===== src/rtl/trig_sync_decoder.sv =====
// Trigger-stream sync decoder: locks onto alternating FFFF/0000 orbit markers,
// then recovers trigger hits with a running BCID and reports marker errors.
module trig_sync_decoder #(
  parameter int BC_PERIOD = 3564,
  parameter int CONFIRM_N = 4,
  parameter int LOSS_N    = 2
) (
  input  logic        clk,
  input  logic        reset,
  input  logic [15:0] encTrigHits,
  input  logic [11:0] emptySlotBCID,
  output logic [15:0] trigHits,
  output logic        trigValid,
  output logic [11:0] BCID,
  output logic        locked,
  output logic        markerErr,
  output logic [7:0]  errCount
);

  localparam int CW = $clog2(CONFIRM_N + 1);
  localparam int LW = $clog2(LOSS_N + 1);
  localparam logic [11:0]   LAST_BC   = 12'(BC_PERIOD - 1);
  localparam logic [CW-1:0] CONFIRM_L = CW'(CONFIRM_N);
  localparam logic [LW-1:0] LOSS_L    = LW'(LOSS_N);

  typedef enum logic [1:0] {SEARCH, CONFIRM, LOCKED} state_t;

  state_t        state_q, state_d;
  logic [11:0]   phase_q, phase_d;
  logic [CW-1:0] match_q, match_d;
  logic [LW-1:0] miss_q, miss_d;
  logic          exp_pol_q, exp_pol_d;
  logic [15:0]   hits_q, hits_d;
  logic          valid_q, valid_d;
  logic [11:0]   bcid_q, bcid_d;
  logic          err_q, err_d;
  logic [7:0]    err_cnt_q, err_cnt_d;

  logic marker_slot, marker_ok, is_ffff;

  assign marker_slot = (phase_q == 12'd0);
  assign marker_ok   = (encTrigHits == {16{exp_pol_q}});
  assign is_ffff     = (encTrigHits == 16'hFFFF);

  always_comb begin
    state_d   = state_q;
    phase_d   = (phase_q == LAST_BC) ? 12'd0 : phase_q + 12'd1;
    match_d   = match_q;
    miss_d    = miss_q;
    exp_pol_d = exp_pol_q;
    err_d     = 1'b0;
    valid_d   = (state_q == LOCKED) && !marker_slot;
    hits_d    = valid_d ? encTrigHits : 16'h0000;
    // BCID restarts from the configured slot value at every marker slot
    bcid_d    = marker_slot ? emptySlotBCID :
                (bcid_q == LAST_BC) ? 12'd0 : bcid_q + 12'd1;

    case (state_q)
      SEARCH: begin
        // 0000 looks like idle traffic, so only FFFF can seed a candidate phase
        if (is_ffff) begin
          state_d   = CONFIRM;
          match_d   = CW'(1);
          exp_pol_d = 1'b0;
          phase_d   = 12'd1;
        end
      end
      CONFIRM: begin
        if (marker_slot) begin
          exp_pol_d = ~exp_pol_q;
          if (marker_ok) begin
            match_d = match_q + 1'b1;
            if (match_q + 1'b1 == CONFIRM_L) begin
              state_d = LOCKED;
              miss_d  = '0;
            end
          end else begin
            state_d = SEARCH;
            match_d = '0;
          end
        end
      end
      LOCKED: begin
        if (marker_slot) begin
          exp_pol_d = ~exp_pol_q;
          if (marker_ok) begin
            miss_d = '0;
          end else begin
            err_d  = 1'b1;
            miss_d = miss_q + 1'b1;
            if (miss_q + 1'b1 == LOSS_L) begin
              state_d = SEARCH;
              miss_d  = '0;
              match_d = '0;
            end
          end
        end
      end
      default: state_d = SEARCH;
    endcase

    err_cnt_d = (err_d && err_cnt_q != 8'hFF) ? err_cnt_q + 8'd1 : err_cnt_q;
  end

  always_ff @(posedge clk or negedge reset) begin
    if (!reset) begin
      state_q   <= SEARCH;
      phase_q   <= '0;
      match_q   <= '0;
      miss_q    <= '0;
      exp_pol_q <= 1'b0;
      hits_q    <= '0;
      valid_q   <= 1'b0;
      bcid_q    <= '0;
      err_q     <= 1'b0;
      err_cnt_q <= '0;
    end else begin
      state_q   <= state_d;
      phase_q   <= phase_d;
      match_q   <= match_d;
      miss_q    <= miss_d;
      exp_pol_q <= exp_pol_d;
      hits_q    <= hits_d;
      valid_q   <= valid_d;
      bcid_q    <= bcid_d;
      err_q     <= err_d;
      err_cnt_q <= err_cnt_d;
    end
  end

  assign trigHits  = hits_q;
  assign trigValid = valid_q;
  assign BCID      = bcid_q;
  assign locked    = (state_q == LOCKED);
  assign markerErr = err_q;
  assign errCount  = err_cnt_q;

endmodule

===== config.mk =====
export PLATFORM = sky130hd
export DESIGN_NAME = trig_sync_decoder
export DESIGN_NICKNAME = d
export VERILOG_FILES = /design/src/rtl/trig_sync_decoder.sv
export SDC_FILE = /design/constraint.sdc
export NUM_CORES = 1
export LEC_CHECK = 0
export CAP_MARGIN = 20
export CELL_PAD_IN_SITES_DETAIL_PLACEMENT = 1
export CELL_PAD_IN_SITES_GLOBAL_PLACEMENT = 2
export CORE_AREA = 2 2 88 90
export DETAILED_ROUTE_END_ITERATION = 8
export DIE_AREA = 0 0 90 92
export DONT_BUFFER_PORTS = 1
export PLACE_DENSITY_LB_ADDON = 0.08
export RECOVER_POWER = 100
export SETUP_SLACK_MARGIN = 0.1
export SLEW_MARGIN = 0
export SYNTH_ARGS = -nofsm -noshare
export SYNTH_HDL_FRONTEND = slang
export SYNTH_SLANG_ARGS = --single-unit

===== constraint.sdc =====
create_clock -name clk -period 4 [get_ports clk]
set_input_delay 1 -clock clk [delete_from_list [all_inputs] [get_ports clk]]
set_output_delay 1 -clock clk [all_outputs]
set_load 0.05 [all_outputs]

======== Word level (Yosys, flattened, before mapping) ========
Index checks and enable logic that the tools add are counted.
operators by class
  add/sub/neg operators ................... 5
  equality and inequality tests ........... 18
  mux-type cells .......................... 34
  bitwise logic cells ..................... 1
  reduce and logical (&&, ||, !) cells .... 13
operators with widths
  kind                                                                      number
  12-bit 2-to-1 mux                                                         5
  2-bit 2-to-1 mux                                                          13
  12-bit by 1-bit adder with 12-bit output (second input constant)          2
  12-bit equality test (second input constant)                              2
  3-bit 2-to-1 mux                                                          6
  16-bit equality test                                                      1
  16-bit equality test (second input constant)                              1
  16-bit 2-to-1 mux                                                         1
  12-bit zero test                                                          1
  6-bit AND reduction                                                       2
  2-bit inequality test (second input constant)                             5
  3-bit one-hot mux with 3 select lines                                     1
  8-bit by 1-bit adder with 8-bit output (second input constant)            1
  8-bit inequality test (second input constant)                             1
  2-bit by 1-bit inequality test with 1-bit output (second input constant)  3
  2-bit one-hot mux with 3 select lines                                     1
  1-bit 2-to-1 mux                                                          5
  5-bit AND reduction                                                       1
  2-bit equality test (second input constant)                               2
  2-bit one-hot mux with 2 select lines                                     1
  2-bit nonzero test                                                        2
  3-bit by 1-bit adder with 3-bit output (second input constant)            1
  3-bit equality test (second input constant)                               1
  3-bit inequality test (second input constant)                             1
  10 further kinds                                                          11
word-level totals
  flip-flop bits (word level) ............. 58
  output and inout bits ................... 39

======== Longest topological paths before layout ========
Gate-level depths: netlist of run 1.
  word-level depth ........................ 6
  gate-level depth with buffers ........... 8
  gate-level depth less buffers ........... 8

======== Least setup slack after synthesis of run 1 ========
Ideal clock, no wire load.
  path type ............................... input-to-reg
  from .................................... in encTrigHits[6]
  to ...................................... reg err_cnt_q[1], in the netlist errCount[1]
  library setup time ...................... 0.128 ns
  data arrival time ....................... 2.574 ns
  setup slack ............................. 1.298 ns
  cell stages on the path ................. 7
  buffers on the path ..................... 2
  cells stage by stage .................... nand4_1 -> nor4_2 -> o2bb2a_1 -> clkbuf_1 -> and4_1 -> buf_2 -> mux2_1
on the way
  longest elaborated chain between the ends .. 5
ends and longest elaborated chain
  element               line  text
  start, declared       10    input logic [15:0] encTrigHits,
  16-bit equality test  42    assign marker_ok = (encTrigHits == {16{exp_pol_q}});
  1-bit 2-to-1 mux      86    if (marker_ok) begin
  1-bit 2-to-1 mux      84    if (marker_slot) begin
  1-bit 2-to-1 mux      58    case (state_q)
  1-bit logical AND     102   err_cnt_d = (err_d && err_cnt_q != 8'hFF) ? err_cnt_q + 8'd1 : err_cnt_q;
  end signal, assigned  127   err_cnt_q <= err_cnt_d;
  end, declared         37    logic [7:0] err_cnt_q, err_cnt_d;
No other way between the ends.
A chain may end at the register's enable or synchronous reset.

======== Worst setup path in the final report of run 1 ========
  from .................................... reg phase_q[0]
  to ...................................... reg err_cnt_q[1], in the netlist errCount[1]
on the way
  longest elaborated chain between the ends .. 4
ends and longest elaborated chain
  element                 line  text
  start, declared         29    logic [11:0] phase_q, phase_d;
  start signal, assigned  119   phase_q <= phase_d;
  12-bit zero test        41    assign marker_slot = (phase_q == 12'd0);
  1-bit 2-to-1 mux        84
  1-bit 2-to-1 mux        58
  1-bit logical AND       102
No other way between the ends.

==> results of run 1 <==
==> final cells by class <==
class | count | area, um^2
fill | 856 | 4283
tap | 102 | 127.6
multi-input combinational | 196 | 1275
sequential | 58 | 1451
inverter | 8 | 30.03
clock inverter | 7 | 141.4
timing repair buffer | 3 | 15.01
clock buffer | 9 | 123.9
==> logic make-up (layout without fill, tap and decap cells) <==
family	count (synthesis)	after routing	share of synthesized area (%)
buffers and inverters	17	27	2.305
multiplexers	2	2	0.7978
adder cells (fa/ha/maj)	10	10	4.433
AND/OR/NAND/NOR	121	121	22.92
AO/OA/AOI/OAI	37	37	10.06
XOR/XNOR	26	26	8.067
flip-flops	58	58	51.42
==> registers in the layout (all words and copies together) (netlist names) <==
signal and cells:
errCount 8, trigHits 16, BCID 12, match_q 3
markerErr 1, miss_q 2, state_q 2, phase_q 12
trigValid 1, exp_pol_q 1
==> cells in the final DEF (no fill, tap or decap), types with 8 or more instances in the layout <==
master	Yosys	layout
sky130_fd_sc_hd__nand2_1	30	30
sky130_fd_sc_hd__nor2_1	19	19
sky130_fd_sc_hd__and3_1	22	22
sky130_fd_sc_hd__nand4_1	13	13
sky130_fd_sc_hd__xnor2_1	13	13
sky130_fd_sc_hd__clkbuf_8	0	9
sky130_fd_sc_hd__inv_1	8	8
sky130_fd_sc_hd__dfrtp_1	58	58
sky130_fd_sc_hd__ha_1	10	10
sky130_fd_sc_hd__xor2_1	13	13
sky130_fd_sc_hd__o21ai_0	15	15
sky130_fd_sc_hd__nand3_1	10	10
==> worst max-delay path by stage <==
stage / endpoint / startpoint
6_report: errCount[1]$_DFFE_PN0P_ / phase_q[0]$_DFF_PN0_
5_1_grt: errCount[7]$_DFFE_PN0P_ / phase_q[0]$_DFF_PN0_
4_1_cts: miss_q[1]$_DFFE_PN0P_ / phase_q[0]$_DFF_PN0_
3_5_place_dp: errCount[1]$_DFFE_PN0P_ / encTrigHits[6]
3_3_place_gp: errCount[1]$_DFFE_PN0P_ / encTrigHits[6]
2_1_floorplan: errCount[1]$_DFFE_PN0P_ / encTrigHits[6]
==> power by group <==
group          switching, mW  internal [mW]  leakage, nW
clock network          0.241          0.476        0.129
logic                  0.201          0.160        0.554
registers              0.347          0.677        0.771
total                  0.789           1.31         1.45
==> stage by stage <==
| stage | total power, mW | area (um^2) | util [%] | cells |
|---|---|---|---|---|
| global route | 2.237 | 3164 | 42.49 | 383 |
| detailed placement | 1.420 | 2938 | 39.45 | 367 |
| CTS | 2.152 | 3203 | 43.01 | 383 |
| finish | 2.102 | 3164 | 42.49 | 383 |
| global placement | 1.410 | 2938 | 39.45 | 367 |
| floorplan | 1.300 | 2823 | - | 271 |
==> cell usage after synthesis (2+ instances only) <==
cell,number
sky130_fd_sc_hd__xor2_1,13
sky130_fd_sc_hd__and4_1,3
sky130_fd_sc_hd__and2_1,3
sky130_fd_sc_hd__o31ai_1,3
sky130_fd_sc_hd__or3_1,3
sky130_fd_sc_hd__nor2b_1,2
sky130_fd_sc_hd__nor4_1,3
sky130_fd_sc_hd__o22ai_1,2
sky130_fd_sc_hd__nor3_1,3
sky130_fd_sc_hd__nand4_1,13
sky130_fd_sc_hd__and3_1,22
sky130_fd_sc_hd__inv_1,8
sky130_fd_sc_hd__clkbuf_1,8
sky130_fd_sc_hd__nand2b_1,3
sky130_fd_sc_hd__nand2_1,30
sky130_fd_sc_hd__mux2_1,2
sky130_fd_sc_hd__a21oi_1,2
sky130_fd_sc_hd__dfrtp_1,58
sky130_fd_sc_hd__o41ai_2,2
sky130_fd_sc_hd__nand3_1,10
sky130_fd_sc_hd__nor2_1,19
sky130_fd_sc_hd__a22o_1,2
sky130_fd_sc_hd__ha_1,10
sky130_fd_sc_hd__xnor2_1,13
sky130_fd_sc_hd__a41oi_1,2
sky130_fd_sc_hd__o21ai_0,15
==> metal layers <==
metal / part of all wire (%) / up-vias
met5: 0 / -
li1: - / 973
met4: 1.1 / 0
met2: 48 / 58
met1: 45 / 1006
met3: 5.6 / 5
==> results.tsv, run 1 <==
stage	metric	value	unit
detailed_routing	vias	2042	
critical_path	regToRegSetupSlack	1.04	ns
synth	mappedNetlistNets	311	
finish	drive_above_1_share	7.117	%
floorplanning	die_x	90	um
critical_path	cp_num_buf_inv	2	
synth	count_of_synthesis_stage_warnings_from_yosys	0	
critical_path	cp.required	4.23	ns
floorplanning	dieHeight	92	um
clocking	clk_latency	0.34	ns
place	worst_slack_placed	1.203	ns
sta	timing.final.setup_violations	0	
detailed_routing	number_of_vias_per_cell	5.332	
floorplanning	num_io_pins	69	
critical_path	critPathTopFamily	simple AND/OR/NAND/NOR gates	
synth	synthesized_area_per_cell	10.42	um^2
critical_path	worst-path-stages	7	
sta	fin_hold_ws	0.3470	ns
global_route	globalRouteOverflowTotal	0	
clocking	tritoncts	yes	
sta	achievable-frequency	0.3375	GHz
finish	num_antenna_cells	0	
synth	synthesis.area	2823	um^2
synth	syn_inst	271	
critical_path	crit_path_max_incr_delay	0.52	ns
critical_path	worst_r2r_endpoint	errCount[1]$_DFFE_PN0P_	
sta	post-route-min-period	2.963	ns
detailed_routing	route.detailed.drc	0	
floorplanning	num_rows	32	
finish	area_growth_from_synthesis_to_final_layout	12.10	%
critical_path	critical-path-slowest-cell	sky130_fd_sc_hd__clkbuf_1	
synth	synth-edff-count	0	
critical_path	arr_time_crit_path	3.19	ns
sta	slew_headroom	54.22	%
global_route	global_route.usage.met3	5.834	%
sta	finalMaxSlewViolations	0	
place	numPortBuffers	0	
sta	final.period_utilization	74.07	%
synth	yosys.area.top_type	sky130_fd_sc_hd__dfrtp_1	
clocking	cts.repair.resized	0	
power_and_ir_drop	p_leak	1.454	nW
synth	postSynth.topFlopCell	sky130_fd_sc_hd__dfrtp_1	
clocking	cts_hold_buf	0	
power_and_ir_drop	power_density	664.2	nW/um^2
global_route	groute.layer.met2.usage	26.44	%
finish	layout.nets	316	
synth	postSynthRegisterBits	58	
detailed_routing	antenna_violating_nets_post_route	0	
clocking	cts_setup_buffers	0	
clocking	cts-buffers-inserted	9	
synth	synth.lib_cells_used.distinct	43	
floorplanning	initial_core_util	37.90	%
critical_path	r2r_cells	7	
global_route	grt_max_degree	59	
clocking	h-tree-depth	3	
clocking	cts-root-to-sink-buffers	2	
power_and_ir_drop	worst_voltage_drop_across_the_vdd_grid	0.3641	mV
detailed_routing	detailedRoute.firstPassIterationCount	4	
clocking	clkSinkCount	58	
place	dp_hpwl	4.529	mm
synth	synth_sequential_area_ratio	51.42	%
worst_hold_path	min_path_type	input port to asynchronous set/reset pin	
synth	synthDominantCellAreaShare	51.42	%
floorplanning	fp.dieArea	8280	um^2
global_route	grt_pass1_vias	2105	
sta	final_worst_slack	1.037	ns
detailed_routing	wl_per_cell	16.56	um
global_route	global_route.usage.total	16.78	%
critical_path	worst_flop_to_flop_path_startpoint	phase_q[0]$_DFF_PN0_	
detailed_routing	drt_first_iter_violations	73	
critical_path	crit_path_end_kind	register	
global_route	wire_length_of_the_first_global_routing_pass	10.89	mm
critical_path	crit_path_cell_trace	inv_1, ha_1, or4b_1, nor3_1, clkbuf_1, and4_1, mux2_1	
sta	unrepaired_setup_endpoints_after_global_routing	no	
global_route	grt.busiest_layer	met2	
place	place_congestion	0.7010	
detailed_routing	routed_wirelength	6.342	mm
critical_path	setup.worst_path.class	register to register	
sta	timing_hold_violations_final	0	
floorplanning	design.core.area	7447	um^2
sta	aggregate_negative_setup_slack	0	ns
clocking	clock_slew_at_the_register_clock_pins_of_the_worst_setup_and_hold_paths	0.07	ns
sta	fin_worst_skew	0.01061	ns
critical_path	timing.critical_path.fanout_max	12	
critical_path	timing.critical_path.from_type	register	
synth	synth_async_sr_flop_share	100.0	%
job	max_cap_viol_count	0	
synth	synth_area_leaders	sky130_fd_sc_hd__dfrtp_1 (51%), sky130_fd_sc_hd__and3_1 (4.9%), sky130_fd_sc_hd__ha_1 (4.4%)	
clocking	cts-root-buf	sky130_fd_sc_hd__clkbuf_8	
global_route	grt_antenna_before_repair	0	
outcome	outcome	complete, no violations	
global_route	use_met1	20.94	%
sta	tightestPinTransition	0.6808	ns
No activity file was read; power rests on OpenSTA's default activity.
==> inputs of run 2 (changes only) <==
--- a/config.mk
+++ b/config.mk
@@ -8,9 +8,9 @@
 export CAP_MARGIN = 20
 export CELL_PAD_IN_SITES_DETAIL_PLACEMENT = 1
 export CELL_PAD_IN_SITES_GLOBAL_PLACEMENT = 2
-export CORE_AREA = 2 2 88 90
+export CORE_AREA = 2 2 89 91
 export DETAILED_ROUTE_END_ITERATION = 8
-export DIE_AREA = 0 0 90 92
+export DIE_AREA = 0 0 91 93
 export DONT_BUFFER_PORTS = 1
 export PLACE_DENSITY_LB_ADDON = 0.08
 export RECOVER_POWER = 100
==> constraint.sdc (replaced) <==
create_clock -name clk -period 3.05 [get_ports clk]
set_input_delay 0.7625 -clock clk [delete_from_list [all_inputs] [get_ports clk]]
set_output_delay 0.7625 -clock clk [all_outputs]
set_load 0.05 [all_outputs]
==> run 2 against run 1 <==
Against the previous run:
- cell count up 2.9%
- combinational power up 120%
- critical path depth unchanged
- clock power up 13%
- clock-buffer cell count unchanged
- via count increased by 2.4%
- routed wire length is 4.4% higher
- clock skew down 0.0033 ns
- register-to-register slack worse by 0.70 ns
==> results.tsv, run 2 (synthesized netlist as in run 1, its figures left out) <==
stage	metric	value	unit	change
finish	area_growth_from_synthesis_to_final_layout	13.16	%	
power_and_ir_drop	power.share.combinational	28.9	%	+12 points
global_route	global_route.usage.met3	4.674	%	-1.2 points
clocking	clk_latency	0.34	ns	about the same
global_route	grt.busiest_layer	met2		
sta	achievable-frequency	0.3681	GHz	+9.1%
power_and_ir_drop	sw_frac_of_total	40.24	%	+2.7 points
worst_hold_path	min_path_type	input port to asynchronous set/reset pin		
critical_path	crit_path_end_kind	register		
detailed_routing	wl_per_cell	16.80	um	+1.5%
global_route	wire_length_of_the_first_global_routing_pass	11.43	mm	+5.0%
global_route	grt_max_degree	59		unchanged
sta	final_worst_slack	0.3332	ns	-0.7040 ns
sta	post-route-min-period	2.717	ns	-0.2460 ns
detailed_routing	routed_wirelength	6.620	mm	+4.4%
critical_path	arr_time_crit_path	2.94	ns	-0.25 ns
sta	unrepaired_setup_endpoints_after_global_routing	no		
power_and_ir_drop	power_density	843.3	nW/um^2	+27%
floorplanning	die_x	91	um	+1.1%
sta	slew_headroom	44.12	%	-10 points
critical_path	timing.critical_path.from_type	register		
clocking	cts-root-to-sink-buffers	2		unchanged
detailed_routing	vias	2091		+2.4%
place	dp_hpwl	4.711	mm	+4.0%
finish	drive_above_1_share	8.904	%	+1.8 points
finish	layout.filler_cells	879		+2.7%
critical_path	cp.required	3.28	ns	-0.95 ns
sta	finalMaxSlewViolations	0		unchanged
floorplanning	dieHeight	93	um	+1.1%
clocking	cts-buffers-inserted	9		unchanged
finish	largest_reg_flops	16		unchanged
finish	commonest_non_fill_non_tap_cell_in_the_layout	sky130_fd_sc_hd__dfrtp_1		
floorplanning	fp.dieArea	8463	um^2	+2.2%
clocking	clkSinkCount	58		unchanged
clocking	cts_setup_buffers	0		unchanged
power_and_ir_drop	internal_power	1.610	mW	+23%
sta	timing.final.setup_violations	0		unchanged
power_and_ir_drop	seq_power_share	41.1	%	-7.6 points
detailed_routing	detailedRoute.firstPassIterationCount	4		unchanged
power_and_ir_drop	p_leak	1.469	nW	+1.0%
sta	fin_worst_skew	0.007318	ns	-0.003290 ns
critical_path	setup.worst_path.class	register to register		
detailed_routing	route.detailed.drc	0		unchanged
outcome	outcome	complete, no violations		
place	worst_slack_placed	0.4924	ns	-0.7101 ns
global_route	groute.layer.met2.usage	27.72	%	+1.3 points
job	max_cap_viol_count	0		unchanged
finish	num_antenna_cells	0		unchanged
clocking	cts.repair.resized	0		unchanged
clocking	cts_hold_buf	0		unchanged
clocking	tritoncts	yes		
floorplanning	design.core.area	7527	um^2	+1.1%
clocking	cts-root-buf	sky130_fd_sc_hd__clkbuf_8		
global_route	globalRouteOverflowTotal	0		unchanged
global_route	use_met1	22.01	%	+1.1 points
clocking	clock_slew_at_the_register_clock_pins_of_the_worst_setup_and_hold_paths	0.08	ns	about the same
global_route	grt_pass1_vias	2209		+4.9%
floorplanning	num_rows	32		unchanged
sta	timing_hold_violations_final	0		unchanged
detailed_routing	drt_first_iter_violations	60		-18%
sta	tightestPinTransition	0.8382	ns	+0.1574 ns
global_route	grt_antenna_before_repair	0		unchanged
sta	final.period_utilization	89.07	%	+15 points
finish	layout.nets	327		+3.5%
global_route	global_route.usage.total	17.13	%	+0.35 points
floorplanning	initial_core_util	37.50	%	-0.40 points
finish	final_cell_mix	sky130_fd_sc_hd__dfrtp_1 (58), sky130_fd_sc_hd__nand2_1 (30), sky130_fd_sc_hd__and3_1 (22), sky130_fd_sc_hd__nor2_1 (19), sky130_fd_sc_hd__o21ai_0 (16)		
power_and_ir_drop	pwr-share-clk	30.0	%	-4.1 points
floorplanning	num_io_pins	69		unchanged
place	numPortBuffers	0		unchanged
place	place_congestion	0.7179		+2.4%
power_and_ir_drop	net-switching-power	1.084	mW	+37%
critical_path	timing.critical_path.fanout_max	5		-7
power_and_ir_drop	worst_voltage_drop_across_the_vdd_grid	0.3871	mV	+6.3%
sta	aggregate_negative_setup_slack	0	ns	unchanged
clocking	h-tree-depth	3		unchanged
detailed_routing	antenna_violating_nets_post_route	0		unchanged
detailed_routing	number_of_vias_per_cell	5.307		-0.46%
## run 2: power by group through the flow
stage	combinational [mW]	clock, mW	sequential, mW
3_3_place_gp	0.815	0	1.12
3_5_place_dp	0.830	0	1.12
6_report	0.778	0.808	1.11
2_1_floorplan	0.397	0	1.31
4_1_cts	0.831	0.837	1.11
5_1_grt	0.868	0.872	1.13
## run 2: final timing paths
path	start	to	slack, ns	depth (start not counted)
worst max-delay path	phase_q[0]$_DFF_PN0_	match_q[1]$_DFFE_PN0P_	0.33	7
worst min register to register	miss_q[1]$_DFFE_PN0P_	miss_q[1]$_DFFE_PN0P_	0.49	1
worst min-delay path	reset	errCount[2]$_DFFE_PN0P_	0.11	0
worst max register to register	phase_q[0]$_DFF_PN0_	match_q[1]$_DFFE_PN0P_	0.33	7
max in group asynchronous	reset	state_q[0]$_DFFE_PN0P_	2.84	0
min in group clk	miss_q[1]$_DFFE_PN0P_	miss_q[1]$_DFFE_PN0P_	0.49	1
## run 2: critical path, stage by stage, from the launching register on
cell and delay, ns:
sky130_fd_sc_hd__dfrtp_1 0.41, sky130_fd_sc_hd__inv_1 0.09, sky130_fd_sc_hd__ha_1 0.15, sky130_fd_sc_hd__or4b_1 0.51, sky130_fd_sc_hd__nor3_1 0.50, sky130_fd_sc_hd__o211ai_1 0.26
sky130_fd_sc_hd__a211o_1 0.38, sky130_fd_sc_hd__o41ai_2 0.31
## run 2: area by class of cell
type                            instances  area [um^2]  share of cell area [%]
Sequential cell                        58         1451                   45.44
Clock inverter                          7        102.6                   3.212
Clock buffer                            9        123.9                   3.878
Timing Repair Buffer                   14        68.82                   2.154
Tap cell                              102        127.6                   3.995
Multi-Input combinational cell        196         1290                   40.38
Inverter                                8        30.03                  0.9401
## run 2: per-stage QoR
stage	instances	util, %	hold WS [ns]	cell area, um^2	power (mW)
CTS	394	43.14	0.09312	3247	2.780
global route	394	42.44	0.08283	3194	2.870
floorplan	271	-	0.4485	2823	1.705
finish	394	42.44	0.1103	3194	2.694
global placement	378	40.13	0.4606	3020	1.937
detailed placement	378	40.13	0.4686	3020	1.954
## run 2: layer usage
metal / vias up / share of wire (%)
li1: 991 / -
met1: 1034 / 46
met2: 56 / 48
met3: 10 / 5.5
met4: 0 / 1.1
met5: - / 0
==> inputs of run 3 (changes only) <==
--- a/config.mk
+++ b/config.mk
@@ -9,6 +9,7 @@
 export CELL_PAD_IN_SITES_DETAIL_PLACEMENT = 1
 export CELL_PAD_IN_SITES_GLOBAL_PLACEMENT = 2
 export CORE_AREA = 2 2 89 91
+export CTS_CLUSTER_SIZE = 8
 export DETAILED_ROUTE_END_ITERATION = 8
 export DIE_AREA = 0 0 91 93
 export DONT_BUFFER_PORTS = 1
==> results of run 3 <==
The final DEF is identical to that of run 2; final timing and power are the same.
